**config.mk**
```make
export PLATFORM = sky130hd
export DESIGN_NAME = car_ctrl_multispeed
export DESIGN_NICKNAME = d
export VERILOG_FILES = /design/src/rtl/car_pkg.sv /design/src/rtl/car_ctrl_multispeed_blinker.sv /design/src/rtl/car_ctrl_multispeed.sv
export SDC_FILE = /design/constraint.sdc
export NUM_CORES = 1
export LEC_CHECK = 0
export BUFFER_PORTS_ARGS = -buffer_cell sky130_fd_sc_hd__buf_4
export CAP_MARGIN = 30
export CORE_ASPECT_RATIO = 1.1
export CORE_UTILIZATION = 45
export DETAILED_ROUTE_END_ITERATION = 6
export GPL_ROUTABILITY_DRIVEN = 0
export PLACE_DENSITY_LB_ADDON = 0.1
export SLEW_MARGIN = 20
export SYNTH_ARGS = -nofsm -noshare
export SYNTH_HDL_FRONTEND = slang
export SYNTH_SLANG_ARGS = --single-unit
```
**constraint.sdc**
```tcl
create_clock -name clk -period 2.4 [get_ports clk]
set_input_delay 0.48 -clock clk [delete_from_list [all_inputs] [get_ports clk]]
set_output_delay 0.48 -clock clk [all_outputs]
set_load 0.005 [all_outputs]
```
**src/rtl/car_pkg.sv**
```systemverilog
// Shared definitions for the multi-speed car controller: state encoding,
// steering codes and the default parameter set.
package car_pkg;

   typedef enum logic [1:0] {
      ST_OFF  = 2'd0,
      ST_IDLE = 2'd1,
      ST_FWD  = 2'd2,
      ST_REV  = 2'd3
   } state_t;

   localparam logic [1:0] STRAIGHT = 2'd0;
   localparam logic [1:0] RIGHT    = 2'd1;
   localparam logic [1:0] LEFT     = 2'd2;

   localparam int DEF_NUM_SPEEDS = 3;
   localparam int DEF_SPD_W      = 3;
   localparam int DEF_ACC_DWELL  = 4;
   localparam int DEF_BLINK_HALF = 8;

   // Code 3 on the steering input is not a direction; fold it onto straight.
   function automatic logic [1:0] steer_map(input logic [1:0] s_in);
      return (s_in == 2'd3) ? STRAIGHT : s_in;
   endfunction

endpackage

```
**src/rtl/car_ctrl_multispeed_blinker.sv**
```systemverilog
// Turn indicator: lamp starts ON at restart and toggles every BLINK_HALF
// cycles while enabled; dark and counter cleared when disabled.
module car_blinker
   import car_pkg::*;
#(
   parameter int BLINK_HALF = DEF_BLINK_HALF
) (
   input  logic clk,
   input  logic clr,
   input  logic en,
   input  logic restart,
   output logic lamp
);

   localparam int CW = (BLINK_HALF > 1) ? $clog2(BLINK_HALF) : 1;

   logic [CW-1:0] r_cnt;
   logic          r_lamp;

   // NOTE: sequential state uses non-blocking assignments only, so every
   // flop samples the pre-edge value of its neighbours.
   always_ff @(posedge clk) begin
      if (clr || !en) begin
         r_cnt  <= '0;
         r_lamp <= 1'b0;
      end else if (restart) begin
         r_cnt  <= '0;
         r_lamp <= 1'b1;
      end else if (r_cnt == CW'(BLINK_HALF - 1)) begin
         r_cnt  <= '0;
         r_lamp <= ~r_lamp;
      end else begin
         r_cnt <= r_cnt + CW'(1);
      end
   end

   assign lamp = r_lamp;

endmodule

```
**src/rtl/car_ctrl_multispeed.sv**
```systemverilog
// Engine/speed/steering controller with N forward levels, reverse, an
// acceleration dwell timer, brake step-down and blinking indicators.
module car_ctrl_multispeed
   import car_pkg::*;
#(
   parameter int NUM_SPEEDS = DEF_NUM_SPEEDS,
   parameter int SPD_W      = DEF_SPD_W,
   parameter int ACC_DWELL  = DEF_ACC_DWELL,
   parameter int BLINK_HALF = DEF_BLINK_HALF
) (
   input  logic             clk,
   input  logic             clr,
   input  logic             key,
   input  logic             brake,
   input  logic             acc,
   input  logic             rev,
   input  logic [1:0]       s,
   output logic             E,
   output logic [SPD_W-1:0] M1,
   output logic             DIR,
   output logic [1:0]       M2,
   output logic             TL,
   output logic             RH,
   output logic             LH
);

   localparam int DW = (ACC_DWELL > 1) ? $clog2(ACC_DWELL) : 1;

   state_t           r_state, w_state_nxt;
   logic [DW-1:0]    r_dwell, w_dwell_nxt;
   logic [SPD_W-1:0] r_m1, w_m1_nxt;
   logic [1:0]       r_m2, w_m2_nxt;
   logic             r_e, r_dir, r_tl;
   logic             w_acc_ok, w_step, w_restart;

   // Brake always wins over acc; a step fires on the last dwell cycle.
   assign w_acc_ok = acc & ~brake;
   assign w_step   = w_acc_ok && (r_dwell == DW'(ACC_DWELL - 1));

   // NOTE: every variable gets a default before the case so no latch is inferred.
   always_comb begin
      w_state_nxt = r_state;
      w_m1_nxt    = r_m1;
      w_dwell_nxt = '0;
      if (!key) begin
         w_state_nxt = ST_OFF;
         w_m1_nxt    = '0;
      end else begin
         case (r_state)
            ST_OFF: begin
               w_state_nxt = ST_IDLE;
               w_m1_nxt    = '0;
            end
            ST_IDLE: begin
               if (w_step) begin
                  w_state_nxt = rev ? ST_REV : ST_FWD;
                  w_m1_nxt    = SPD_W'(1);
               end else if (w_acc_ok) begin
                  w_dwell_nxt = r_dwell + DW'(1);
               end
            end
            ST_FWD: begin
               if (brake) begin
                  w_m1_nxt = r_m1 - SPD_W'(1);
                  if (r_m1 <= SPD_W'(1)) begin
                     w_m1_nxt    = '0;
                     w_state_nxt = ST_IDLE;
                  end
               end else if (w_step) begin
                  if (r_m1 < SPD_W'(NUM_SPEEDS)) w_m1_nxt = r_m1 + SPD_W'(1);
               end else if (w_acc_ok) begin
                  w_dwell_nxt = r_dwell + DW'(1);
               end
            end
            ST_REV: begin
               if (brake) begin
                  w_state_nxt = ST_IDLE;
                  w_m1_nxt    = '0;
               end
            end
            default: begin
               w_state_nxt = ST_OFF;
               w_m1_nxt    = '0;
            end
         endcase
      end
   end

   assign w_m2_nxt  = (w_state_nxt != ST_OFF) ? steer_map(s) : STRAIGHT;
   assign w_restart = (w_m2_nxt != r_m2);

   always_ff @(posedge clk) begin
      if (clr) begin
         r_state <= ST_OFF;
         r_dwell <= '0;
         r_m1    <= '0;
         r_m2    <= STRAIGHT;
         r_e     <= 1'b0;
         r_dir   <= 1'b0;
         r_tl    <= 1'b0;
      end else begin
         r_state <= w_state_nxt;
         r_dwell <= w_dwell_nxt;
         r_m1    <= w_m1_nxt;
         r_m2    <= w_m2_nxt;
         r_e     <= (w_state_nxt != ST_OFF);
         r_dir   <= (w_state_nxt == ST_REV);
         r_tl    <= r_e & (brake | r_dir);
      end
   end

   car_blinker #(.BLINK_HALF(BLINK_HALF)) u_blink_rh (
      .clk     (clk),
      .clr     (clr),
      .en      (w_m2_nxt == RIGHT),
      .restart (w_restart),
      .lamp    (RH)
   );

   car_blinker #(.BLINK_HALF(BLINK_HALF)) u_blink_lh (
      .clk     (clk),
      .clr     (clr),
      .en      (w_m2_nxt == LEFT),
      .restart (w_restart),
      .lamp    (LH)
   );

   assign E   = r_e;
   assign M1  = r_m1;
   assign DIR = r_dir;
   assign M2  = r_m2;
   assign TL  = r_tl;

endmodule
```
==> results of run 1 <==
## Yosys cell counts (2+ instances only)
cell and count:
o21bai_1 2, o21ai_0 3, a311oi_2 2, nor2_1 8
nor3b_1 5, nor3_1 2, a21oi_1 6, inv_1 10
nand2_1 4, a31oi_1 5, ha_1 13, a211oi_1 3
and2_2 2, o211ai_1 7, xnor2_1 2, dfxtp_1 20
nand2b_1 5, nor2b_1 2
## worst min-delay path by stage
stage	endpoint	slack (ns)	depth (start not counted)
2_1_floorplan	r_dwell[0]	0.40	1
3_3_place_gp	r_dwell[0]	0.41	1
3_5_place_dp	r_dwell[0]	0.42	1
4_1_cts	TL	0.34	2
5_1_grt	TL	0.33	2
6_report	TL	0.35	2
## sequential cells by signal (all words and copies together), names as in the netlist
register	flops
u_blink_rh.lamp	1
u_blink_lh.r_cnt	3
TL	1
u_blink_lh.lamp	1
r_dwell	2
M1	3
E	1
u_blink_rh.r_cnt	3
DIR	1
r_state	2
M2	2
## metrics by stage
step	worst slack (ns)	std cells
CTS	0.256	177
global route	0.0842	177
global placement	0.333	174
floorplan	0.507	127
finish	0.261	177
detailed placement	0.275	174
## routing by layer
metal | global-route usage (%) | part of all wire [%]
met2 | 32.5 | 49
met4 | 9.27 | 2.9
met5 | 0 | 0
met1 | 22.5 | 45
met3 | 2.17 | 3.5
## power by group
part           switching, mW  internal [mW]
clock                 0.0948         0.0584
sequential           0.00469          0.337
combinational         0.0386         0.0332
total                  0.138          0.428
## cells by family (layout without fill, tap and decap cells)
| logic type | count (synthesis) | count (layout) | synth area share (%) |
|---|---|---|---|
| flip-flops | 20 | 20 | 33.1 |
| multiplexers | 1 | 1 | 0.827 |
| XOR/XNOR | 3 | 3 | 2.17 |
| AO/OA/AOI/OAI | 40 | 40 | 24.8 |
| buffers and inverters | 13 | 32 | 5.79 |
| adder cells (fa/ha/maj) | 13 | 13 | 13.4 |
| AND/OR/NAND/NOR | 37 | 37 | 19.9 |
## worst reg2reg max path: stages, from the launching register on
cell	delay [ns]
dfxtp_1	0.44
inv_1	0.10
ha_1	0.28
and4b_1	0.23
o21bai_1	0.22
a211oi_1	0.10
a2111o_1	0.49
a311oi_2	0.21
## final cells by class
class	instances	share of cell area, %
Multi-Input combinational cell	94	53.5
Sequential cell	20	29.0
Timing Repair Buffer	19	10.3
Tap cell	31	2.81
Inverter	10	2.72
Clock buffer	3	1.63
## layout by cell type (no fill, tap or decap), types with 2 or more instances in the layout
cell,count
a311oi_2,2
nand2b_1,5
nand2_1,4
and2_2,2
nor2b_1,2
nor2_1,8
a21oi_1,6
nor3_1,2
clkbuf_4,3
o21bai_1,2
a211oi_1,3
dfxtp_1,20
xnor2_1,2
o21ai_0,3
inv_1,10
ha_1,13
nor3b_1,5
a31oi_1,5
buf_4,19
o211ai_1,7
==> flow_metrics.env, run 1 <==
export IMPL_drtIter0Drc=15
export IMPL_maxCapViolCount=0
export IMPL_start_util_pct=48.0
export IMPL_fin_skew_ns=0.000788
export IMPL_viasPerCell=5.68
export IMPL_die_width_um=51.4
export IMPL_nets=169
export IMPL_synth_main_ff_cell="dfxtp_1"
export IMPL_cts_max_level=1
export IMPL_end_kind="register"
export IMPL_grt_pass1_vias=989
export IMPL_num_vias=1005
export IMPL_regArea_um2=400
export IMPL_cp_start_kind="register"
export IMPL_clk_pin_slew_worst_paths_ns=0.10
export IMPL_drt_total_wl_um=2370
export IMPL_portBuffers=17
export IMPL_cts_tree="built"
export IMPL_area_growth_pct=14.2
export IMPL_status="finished clean"
export IMPL_worstReg2RegStart="r_state[1]"
export IMPL_p_total_mw=0.566
export IMPL_final_area_um2=1380
export IMPL_syn_area_per_cell_um2=9.53
export IMPL_min_period_ns=2.14
export IMPL_r2r_end="u_blink_rh.r_cnt[0]"
export IMPL_synth_edf_count=0
export IMPL_drc=0
export IMPL_clk_latency_ns=0.29
export IMPL_clock_path_buffers=2
export IMPL_grt_use_total_pct=18.9
export IMPL_postCtsSetupBuffers=0
export IMPL_maxSlewViolCount=0
export IMPL_dpl_hpwl_um=1900
export IMPL_synthCells=127
export IMPL_crit_buf_inv=1
export IMPL_hp_class="input port to register"
export IMPL_n_fill_cell=253
export IMPL_dieArea_um2=2900
export IMPL_worst_setup_path_type="register to register"
export IMPL_placed_cell_area_um2=1360
export IMPL_grt_ovfl_total=0
export IMPL_r2r_slack_ns=0.26
export IMPL_cts_sinks=20
export IMPL_synthDistinctLibCells=44
export IMPL_synth_top_cell_area_share_pct=33.1
export IMPL_rsz0062_at_grt="false"
export IMPL_fp_coreArea_um2=2520
export IMPL_crit_chain="inv_1, ha_1, and4b_1, o21bai_1, a211oi_1, a2111o_1, a311oi_2"
export IMPL_grt_pass1_wl_um=4220
export IMPL_antenna_found_initial=0
export IMPL_crit_path_max_fanout=7
export IMPL_async_reset_ff_share_pct=0
export IMPL_diodes=0
export IMPL_setup_violations=0
export IMPL_synth_nets=148
export IMPL_drive_gt1_share_pct=23.3
export IMPL_hold_slack_ns=0.347
export IMPL_ios=18
export IMPL_hold_path_startpoint="clr"
export IMPL_yosys_area_top_type="dfxtp_1"
export IMPL_cp_slowest_cell="a2111o_1"
export IMPL_startpoint="r_state[1]"
export IMPL_final_antenna_net_count=0
export IMPL_post_route_util_pct=54.8
export IMPL_critPathArrivalTime_ns=2.35
export IMPL_ctsResizeCount=0
export IMPL_finalSetupTns_ns=0
export IMPL_cts_made_buffers=3
export IMPL_multi_input_area_um2=739
export IMPL_max_freq_mhz=468
export IMPL_postSynthRegisterBits=20
export IMPL_cp_required_ns=2.61
export IMPL_p_per_area_nw_per_um2=410
export IMPL_fp_dieH_um=56.4
export IMPL_cpPeakStageDelay_ns=0.49
export IMPL_crit_family="compound AO/OA/AOI/OAI gates"
export IMPL_ys_warn_count=0
export IMPL_reg2reg_depth=7
export IMPL_synth_area_top_cells="dfxtp_1 33%, ha_1 13%, o211ai_1 4.3%"
export IMPL_drt_pass1_iter_count=4
export IMPL_crit_cells=7
export IMPL_p_leak_nw=0.610
export IMPL_synthesis_area_um2=1210
export IMPL_setup_worst_path_end="u_blink_rh.r_cnt[0]"
export IMPL_hold_viol=0
export IMPL_yosysSeqAreaShare_pct=33.1
export IMPL_finalCritPeriodShare_pct=89.1
export IMPL_clockRootBuffer="clkbuf_4"
export IMPL_worstMarginPinSlew_ns=0.440
export IMPL_grt_max_degree=11
export IMPL_num_rows=19
export IMPL_max_slew_margin_pct=70.5
export IMPL_routedWlPerCell_um=13.4
export IMPL_cts_hold_buffers=0
export IMPL_ir_drop_mv=0.303
Note: power is estimated with default switching activity, not from simulation.
==> run 2: changes to the inputs <==
--- a/config.mk
+++ b/config.mk
@@ -15,4 +15,5 @@
 export SLEW_MARGIN = 20
 export SYNTH_ARGS = -nofsm -noshare
 export SYNTH_HDL_FRONTEND = slang
+export SYNTH_HIERARCHICAL = 1
 export SYNTH_SLANG_ARGS = --single-unit
==> run 2 against run 1 <==
Final cell count is 5.1% higher. The flow now finishes with violations (negative setup slack). Sequential cell count is the same. Highest routed layer unchanged. Wire length grew 5.1%. Largest power group unchanged. Combinational power rose by 41%. First-iteration DRC count fell by 53%. Global-route usage down 0.46 points.
==> flow_metrics.env, run 2 <==
export IMPL_status="finished, violations left"
export IMPL_violations="negative setup slack"
export IMPL_cts_tree="built"
export IMPL_cp_required_ns=2.61
export IMPL_placed_cell_area_um2=1420
export IMPL_dp_slack_ns=-0.169
export IMPL_wl_met3_um=79
export IMPL_dieArea_um2=2760
export IMPL_p_per_area_nw_per_um2=451
export IMPL_drive_gt1_share_pct=44.9
export IMPL_synth_top_cell_area_share_pct=34.9
export IMPL_die_width_um=50.2
export IMPL_dpl_hpwl_um=1780
export IMPL_postSynthRegisterBits=20
export IMPL_dr_wl_met2_um=1300
export IMPL_cts_made_buffers=3
export IMPL_async_reset_ff_share_pct=0
export IMPL_n_fill_cell=197
export IMPL_yosysMostFrequentCell="dfxtp_1"
export IMPL_hold_viol=0
export IMPL_grt_pass1_wl_um=3820
export IMPL_grt_use_total_pct=18.4
export IMPL_drt_pass1_iter_count=4
export IMPL_drt_total_wl_um=2490
export IMPL_final_area_um2=1580
export IMPL_cts_max_level=1
export IMPL_viasPerCell=5.37
export IMPL_yosys_top_cells_count="20 x dfxtp_1, 13 x inv_1, 12 x ha_1"
export IMPL_met1_length_um=1020
export IMPL_yosysSeqAreaShare_pct=34.9
export IMPL_p_clk_share_pct=38.3
export IMPL_fin_skew_ns=0.00171
export IMPL_cts_sinks=20
export IMPL_min_period_ns=2.44
export IMPL_syn_area_per_cell_um2=9.65
export IMPL_end_kind="register"
export IMPL_synth_area_top_cells="dfxtp_1 35%, ha_1 13%, inv_1 4.2%"
export IMPL_synthCells=119
export IMPL_p_leak_nw=0.741
export IMPL_layout_commonest_cell="buf_4"
export IMPL_seqPwrFrac_pct=47.6
export IMPL_num_vias=999
export IMPL_top_layer="met4"
export IMPL_maxSlewViolCount=0
export IMPL_cpPeakStageDelay_ns=0.46
export IMPL_critPathArrivalTime_ns=2.64
export IMPL_ys_warn_count=6
export IMPL_mostFrequentLayoutCells="34 x buf_4, 18 x dfxtp_1, 12 x inv_1"
export IMPL_crit_chain="inv_2, ha_2, o21ba_4, o31ai_4, a221o_2, buf_4, and3_4, nor4b_4, buf_4, nor4b_4, and2b_2"
export IMPL_crit_family="compound AO/OA/AOI/OAI gates"
export IMPL_portBuffers=17
export IMPL_clk_latency_ns=0.30
export IMPL_clockRootBuffer="clkbuf_4"
export IMPL_drtIter0Drc=7
export IMPL_synth_edf_count=0
export IMPL_start_util_pct=49.5
export IMPL_cp_slowest_cell="a221o_2"
export IMPL_p_int_mw=0.555
export IMPL_final_antenna_net_count=0
export IMPL_cp_start_kind="register"
export IMPL_crit_buf_inv=3
export IMPL_hold_slack_ns=0.428
export IMPL_swShare_pct=22.3
export IMPL_grt_ovfl_total=0
export IMPL_grt_pass1_vias=934
export IMPL_max_freq_mhz=411
export IMPL_hp_class="input port to register"
export IMPL_regArea_um2=403
export IMPL_grt_max_degree=13
export IMPL_fp_dieH_um=55.0
export IMPL_synthDistinctLibCells=41
export IMPL_switchingPower_mw=0.159
export IMPL_antenna_found_initial=0
export IMPL_ios=18
export IMPL_crit_path_max_fanout=4
export IMPL_finalWorstSetupSlack_ns=-0.0353
export IMPL_multi_input_area_um2=782
export IMPL_worst_setup_path_type="register to register"
export IMPL_yosys_area_top_type="dfxtp_1"
export IMPL_diodes=0
export IMPL_nets=177
export IMPL_maxCapViolCount=0
export IMPL_r2r_slack_ns=-0.04
export IMPL_max_slew_margin_pct=70.8
export IMPL_clock_path_buffers=2
export IMPL_clk_pin_slew_worst_paths_ns=0.11
export IMPL_ir_drop_mv=0.361
export IMPL_synthesis_area_um2=1150
export IMPL_routedWlPerCell_um=13.4
export IMPL_combPwrFrac_pct=14.1
export IMPL_num_rows=18
export IMPL_area_growth_pct=37.8
export IMPL_finalCritPeriodShare_pct=101
export IMPL_worstMarginPinSlew_ns=0.434
export IMPL_rsz0062_at_grt="true"
export IMPL_setup_violations=6
export IMPL_drc=0
export IMPL_fp_coreArea_um2=2320
export IMPL_synth_nets=139
export IMPL_synth_main_ff_cell="dfxtp_1"
-- run 2: changes by cell type in the layout (fill, tap and decap cells not counted), sizes merged, moves of 3 or more --
cell	delta
a21oi	-3
a31oi	-5
and2	+4
and2b	+3
buf	+15
inv	+4
nor3b	-4
nor4b	+3
o211ai	-8
-- run 2: logic make-up after synthesis --
logic type / share of synthesized area [%]
buffers and inverters: 5.56
XOR/XNOR: 2.29
multiplexers: 1.74
adder cells (fa/ha/maj): 13.1
AND/OR/NAND/NOR: 25.5
AO/OA/AOI/OAI: 17.0
flip-flops: 34.9
-- run 2: per-layer routing --
metal / track usage, % / vias to the layer above
met5: 0 / -
met4: 11.0 / 0
met3: 1.91 / 8
met2: 34.4 / 22
met1: 20.5 / 478
li1: - / 491
-- run 2: power by group through the flow --
stage	registers [mW]	clock network (mW)	logic, mW
CTS	0.340	0.284	0.0860
detailed placement	0.347	0	0.0811
floorplan	0.348	0	0.0427
global placement	0.347	0	0.0797
finish	0.340	0.274	0.101
global route	0.341	0.294	0.108
-- run 2: final timing paths --
check	start	endpoint	depth (start not counted)
max	M1[1]	u_blink_rh/r_cnt[0]	11
min	clr	r_state[1]	2
max reg2reg	M1[1]	u_blink_rh/r_cnt[0]	11
min reg2reg	r_dwell[0]	r_dwell[0]	1
-- run 2: stage by stage --
step / utilization (%) / cells / power (mW) / TNS, ns
global route: 68.2 / 186 / 0.743 / -0.597
global placement: 61.0 / 179 / 0.427 / -0.286
floorplan: - / 119 / 0.391 / 0
detailed placement: 61.0 / 179 / 0.428 / -0.975
finish: 68.2 / 186 / 0.715 / -0.132
CTS: 64.5 / 183 / 0.710 / 0
-- run 2: cell type report --
type                    count  share of cell area, %
flip-flops and latches     20                   25.5
clock inverters             1                   1.90
multi-input cells          84                   49.4
repair buffers             34                   16.1
clock buffers               3                   1.42
inverters                  14                   3.32
well taps                  30                   2.37
-- run 2: timing repair --
action | 4_1_cts | 5_1_grt
pin swaps | 0 | 2
setup endpoints to repair | 6 | 6
resized for setup | 6 | 15
setup buffers | 0 | 4
hold buffers | 0 | 0
==> run 3: changes to the inputs <==
--- a/config.mk
+++ b/config.mk
@@ -5,6 +5,7 @@
 export SDC_FILE = /design/constraint.sdc
 export NUM_CORES = 1
 export LEC_CHECK = 0
+export ABC_AREA = 1
 export BUFFER_PORTS_ARGS = -buffer_cell sky130_fd_sc_hd__buf_4
 export CAP_MARGIN = 30
 export CORE_ASPECT_RATIO = 1.1
==> run 3 against run 2 <==
The run now ends clean. Clock power is 2% higher. Total power is 3.1% lower. Maximum frequency is 26% higher. Critical endpoint is now u_blink_lh/lamp. Area after synthesis is 2.7% lower. Register-to-register slack better by 0.51 ns. Sequential power hardly changed. Largest power group unchanged.
==> flow_metrics.env, run 3 <==
export IMPL_status="finished clean"
export IMPL_final_area_um2=1330
export IMPL_clockRootBuffer="clkbuf_4"
export IMPL_routedWlPerCell_um=9.65
export IMPL_clock_path_buffers=2
export IMPL_reg2reg_depth=17
export IMPL_hold_viol=0
export IMPL_fp_coreArea_um2=2300
export IMPL_hold_slack_ns=0.423
export IMPL_min_period_ns=1.93
export IMPL_synthCells=153
export IMPL_cp_slowest_cell="dfxtp_1"
export IMPL_grt_pass1_wl_um=3380
export IMPL_yosysSeqAreaShare_pct=35.8
export IMPL_maxCapViolCount=0
export IMPL_clk_pin_slew_worst_paths_ns=0.12
export IMPL_synth_edf_count=0
export IMPL_placed_cell_area_um2=1280
export IMPL_max_slew_margin_pct=79.7
export IMPL_yosys_area_top_type="dfxtp_1"
export IMPL_hold_depth=2
export IMPL_drive_gt1_share_pct=22.5
export IMPL_drt_total_wl_um=1960
export IMPL_synth_main_ff_cell="dfxtp_1"
export IMPL_num_vias=961
export IMPL_cts_tree="built"
export IMPL_async_reset_ff_share_pct=0
export IMPL_grt_pass1_vias=848
export IMPL_ys_warn_count=6
export IMPL_synth_top_cell_area_share_pct=35.8
export IMPL_drt_pass1_iter_count=4
export IMPL_finalSetupTns_ns=0
export IMPL_ir_drop_mv=0.256
export IMPL_end_kind="register"
export IMPL_dp_slack_ns=0.391
export IMPL_postCtsSetupBuffers=0
export IMPL_worst_setup_path_type="register to register"
export IMPL_cpPeakStageDelay_ns=0.42
export IMPL_dpl_hpwl_um=1610
export IMPL_fp_dieH_um=54.3
export IMPL_p_leak_nw=0.643
export IMPL_max_freq_mhz=519
export IMPL_postSynthRegisterBits=20
export IMPL_finalCritPeriodShare_pct=80.3
export IMPL_ctsResizeCount=0
export IMPL_synth_nets=173
export IMPL_cp_required_ns=2.62
export IMPL_worstMarginPinSlew_ns=0.304
export IMPL_cts_max_level=1
export IMPL_r2r_slack_ns=0.47
export IMPL_grt_max_degree=13
export IMPL_clk_latency_ns=0.30
export IMPL_yosys_top_cells_count="29 x inv_1, 24 x nand2_1, 24 x nor2_1"
export IMPL_layout_commonest_cell="inv_1"
export IMPL_post_route_util_pct=58.0
export IMPL_synth_area_top_cells="dfxtp_1 36%, ha_1 13%, inv_1 9.7%"
export IMPL_multi_input_area_um2=597
export IMPL_fin_skew_ns=0.00146
export IMPL_area_growth_pct=19.1
export IMPL_crit_path_max_fanout=5
export IMPL_diodes=0
export IMPL_drtIter0Drc=12
export IMPL_cp_start_kind="register"
export IMPL_ios=18
export IMPL_setup_violations=0
export IMPL_grt_use_total_pct=16.7
export IMPL_holdPathEnd="M2[0]"
export IMPL_synthDistinctLibCells=23
export IMPL_hold_path_startpoint="clr"
export IMPL_worstReg2RegStart="M1[1]"
export IMPL_num_rows=18
export IMPL_cts_hold_buffers=0
export IMPL_rsz0062_at_grt="false"
export IMPL_nets=194
export IMPL_start_util_pct=48.6
export IMPL_p_per_area_nw_per_um2=520
export IMPL_crit_chain="inv_1, ha_1, o21bai_1, nand2_1, nand2_1, nand2_1, nand2_1, nand2_2, nand2_4, nand2_2, nand2_1, nand2_1, nand2_1, inv_1, nand3_1, nand2_1, inv_1"
export IMPL_crit_top_cell="nand2_1"
export IMPL_cts_sinks=20
export IMPL_n_fill_cell=237
export IMPL_dieArea_um2=2690
export IMPL_hp_class="input port to register"
export IMPL_yosysMostFrequentCell="inv_1"
export IMPL_synthesis_area_um2=1120
export IMPL_syn_area_per_cell_um2=7.30
export IMPL_antenna_found_initial=0
export IMPL_r2r_end="u_blink_lh/lamp"
export IMPL_die_width_um=49.5
export IMPL_drc=0
export IMPL_finalWorstSetupSlack_ns=0.474
export IMPL_maxSlewViolCount=0
export IMPL_portBuffers=17
export IMPL_viasPerCell=4.73
export IMPL_cts_made_buffers=3
export IMPL_mostFrequentLayoutCells="29 x inv_1, 24 x nor2_1, 24 x nand2_1"
export IMPL_critPathArrivalTime_ns=2.14
export IMPL_regArea_um2=400
export IMPL_grt_ovfl_total=0
export IMPL_final_antenna_net_count=0
-- run 3: changes by cell type in the layout (fill, tap and decap cells not counted), moves of 5 or more --
cell,change
nand2_1,+20
buf_4,-17
inv_1,+17
nor2_1,+14
nand3_1,+9
and2_2,-5
nand2_2,+5
-- run 3: layout make-up --
class | count | share of cell area (%)
multi-input combinational | 101 | 44.8
sequential | 20 | 30.1
timing repair buffer | 17 | 9.59
inverter | 31 | 8.74
tap | 30 | 2.82
clock inverter | 1 | 2.26
clock buffer | 3 | 1.69
-- run 3: how the worst max path moves through the flow --
stage | startpoint | to | slack (ns) | cells past startpoint
4_1_cts | r_state[1] | u_blink_lh/lamp | 0.43 | 15
6_report | M1[1] | u_blink_lh/lamp | 0.47 | 17
3_5_place_dp | brake | u_blink_lh/lamp | 0.39 | 17
3_3_place_gp | brake | u_blink_lh/lamp | 0.43 | 17
2_1_floorplan | r_state[0] | u_blink_lh/lamp | 0.62 | 13
5_1_grt | M1[1] | u_blink_lh/r_cnt[0] | 0.20 | 16
-- run 3: critical path, delay by kind of cell, from the launching register on --
family                   cells  cell delay [ns]
AND/OR/NAND/NOR             12             0.86
flip-flops                   1             0.42
buffers and inverters        3             0.22
adder cells (fa/ha/maj)      1             0.19
AO/OA/AOI/OAI                1             0.15
-- run 3: kinds of logic (layout without fill, tap and decap cells) --
| logic type | after synthesis | in the layout | share of synthesized area (%) |
|---|---|---|---|
| flip-flops | 20 | 20 | 35.8 |
| adder cells (fa/ha/maj) | 12 | 12 | 13.4 |
| buffers and inverters | 32 | 52 | 10.7 |
| AO/OA/AOI/OAI | 14 | 14 | 8.62 |
| AND/OR/NAND/NOR | 75 | 75 | 31.4 |
-- run 3: routing by layer --
layer / wire, um / vias to the layer above / GRT usage (%) / share of wire, %
met1: 952 / 427 / 21.2 / 49
li1: - / 517 / - / -
met5: 0 / - / 0 / 0
met4: 13 / 0 / 8.57 / 0.66
met3: 54 / 2 / 2.50 / 2.8
met2: 938 / 15 / 27.9 / 48
-- run 3: metrics by stage --
| stage | cells | power (mW) |
|---|---|---|
| after floorplan | 153 | 0.395 |
| after global placement | 199 | 0.420 |
| after detailed placement | 199 | 0.421 |
| after CTS | 203 | 0.699 |
| after global routing | 203 | 0.722 |
| final | 203 | 0.692 |
-- run 3: power by group --
group	leakage, nW	switching (mW)	internal (mW)
Sequential	0.162	0.00432	0.337
Clock	0.0279	0.111	0.169
Combinational	0.453	0.0417	0.0300
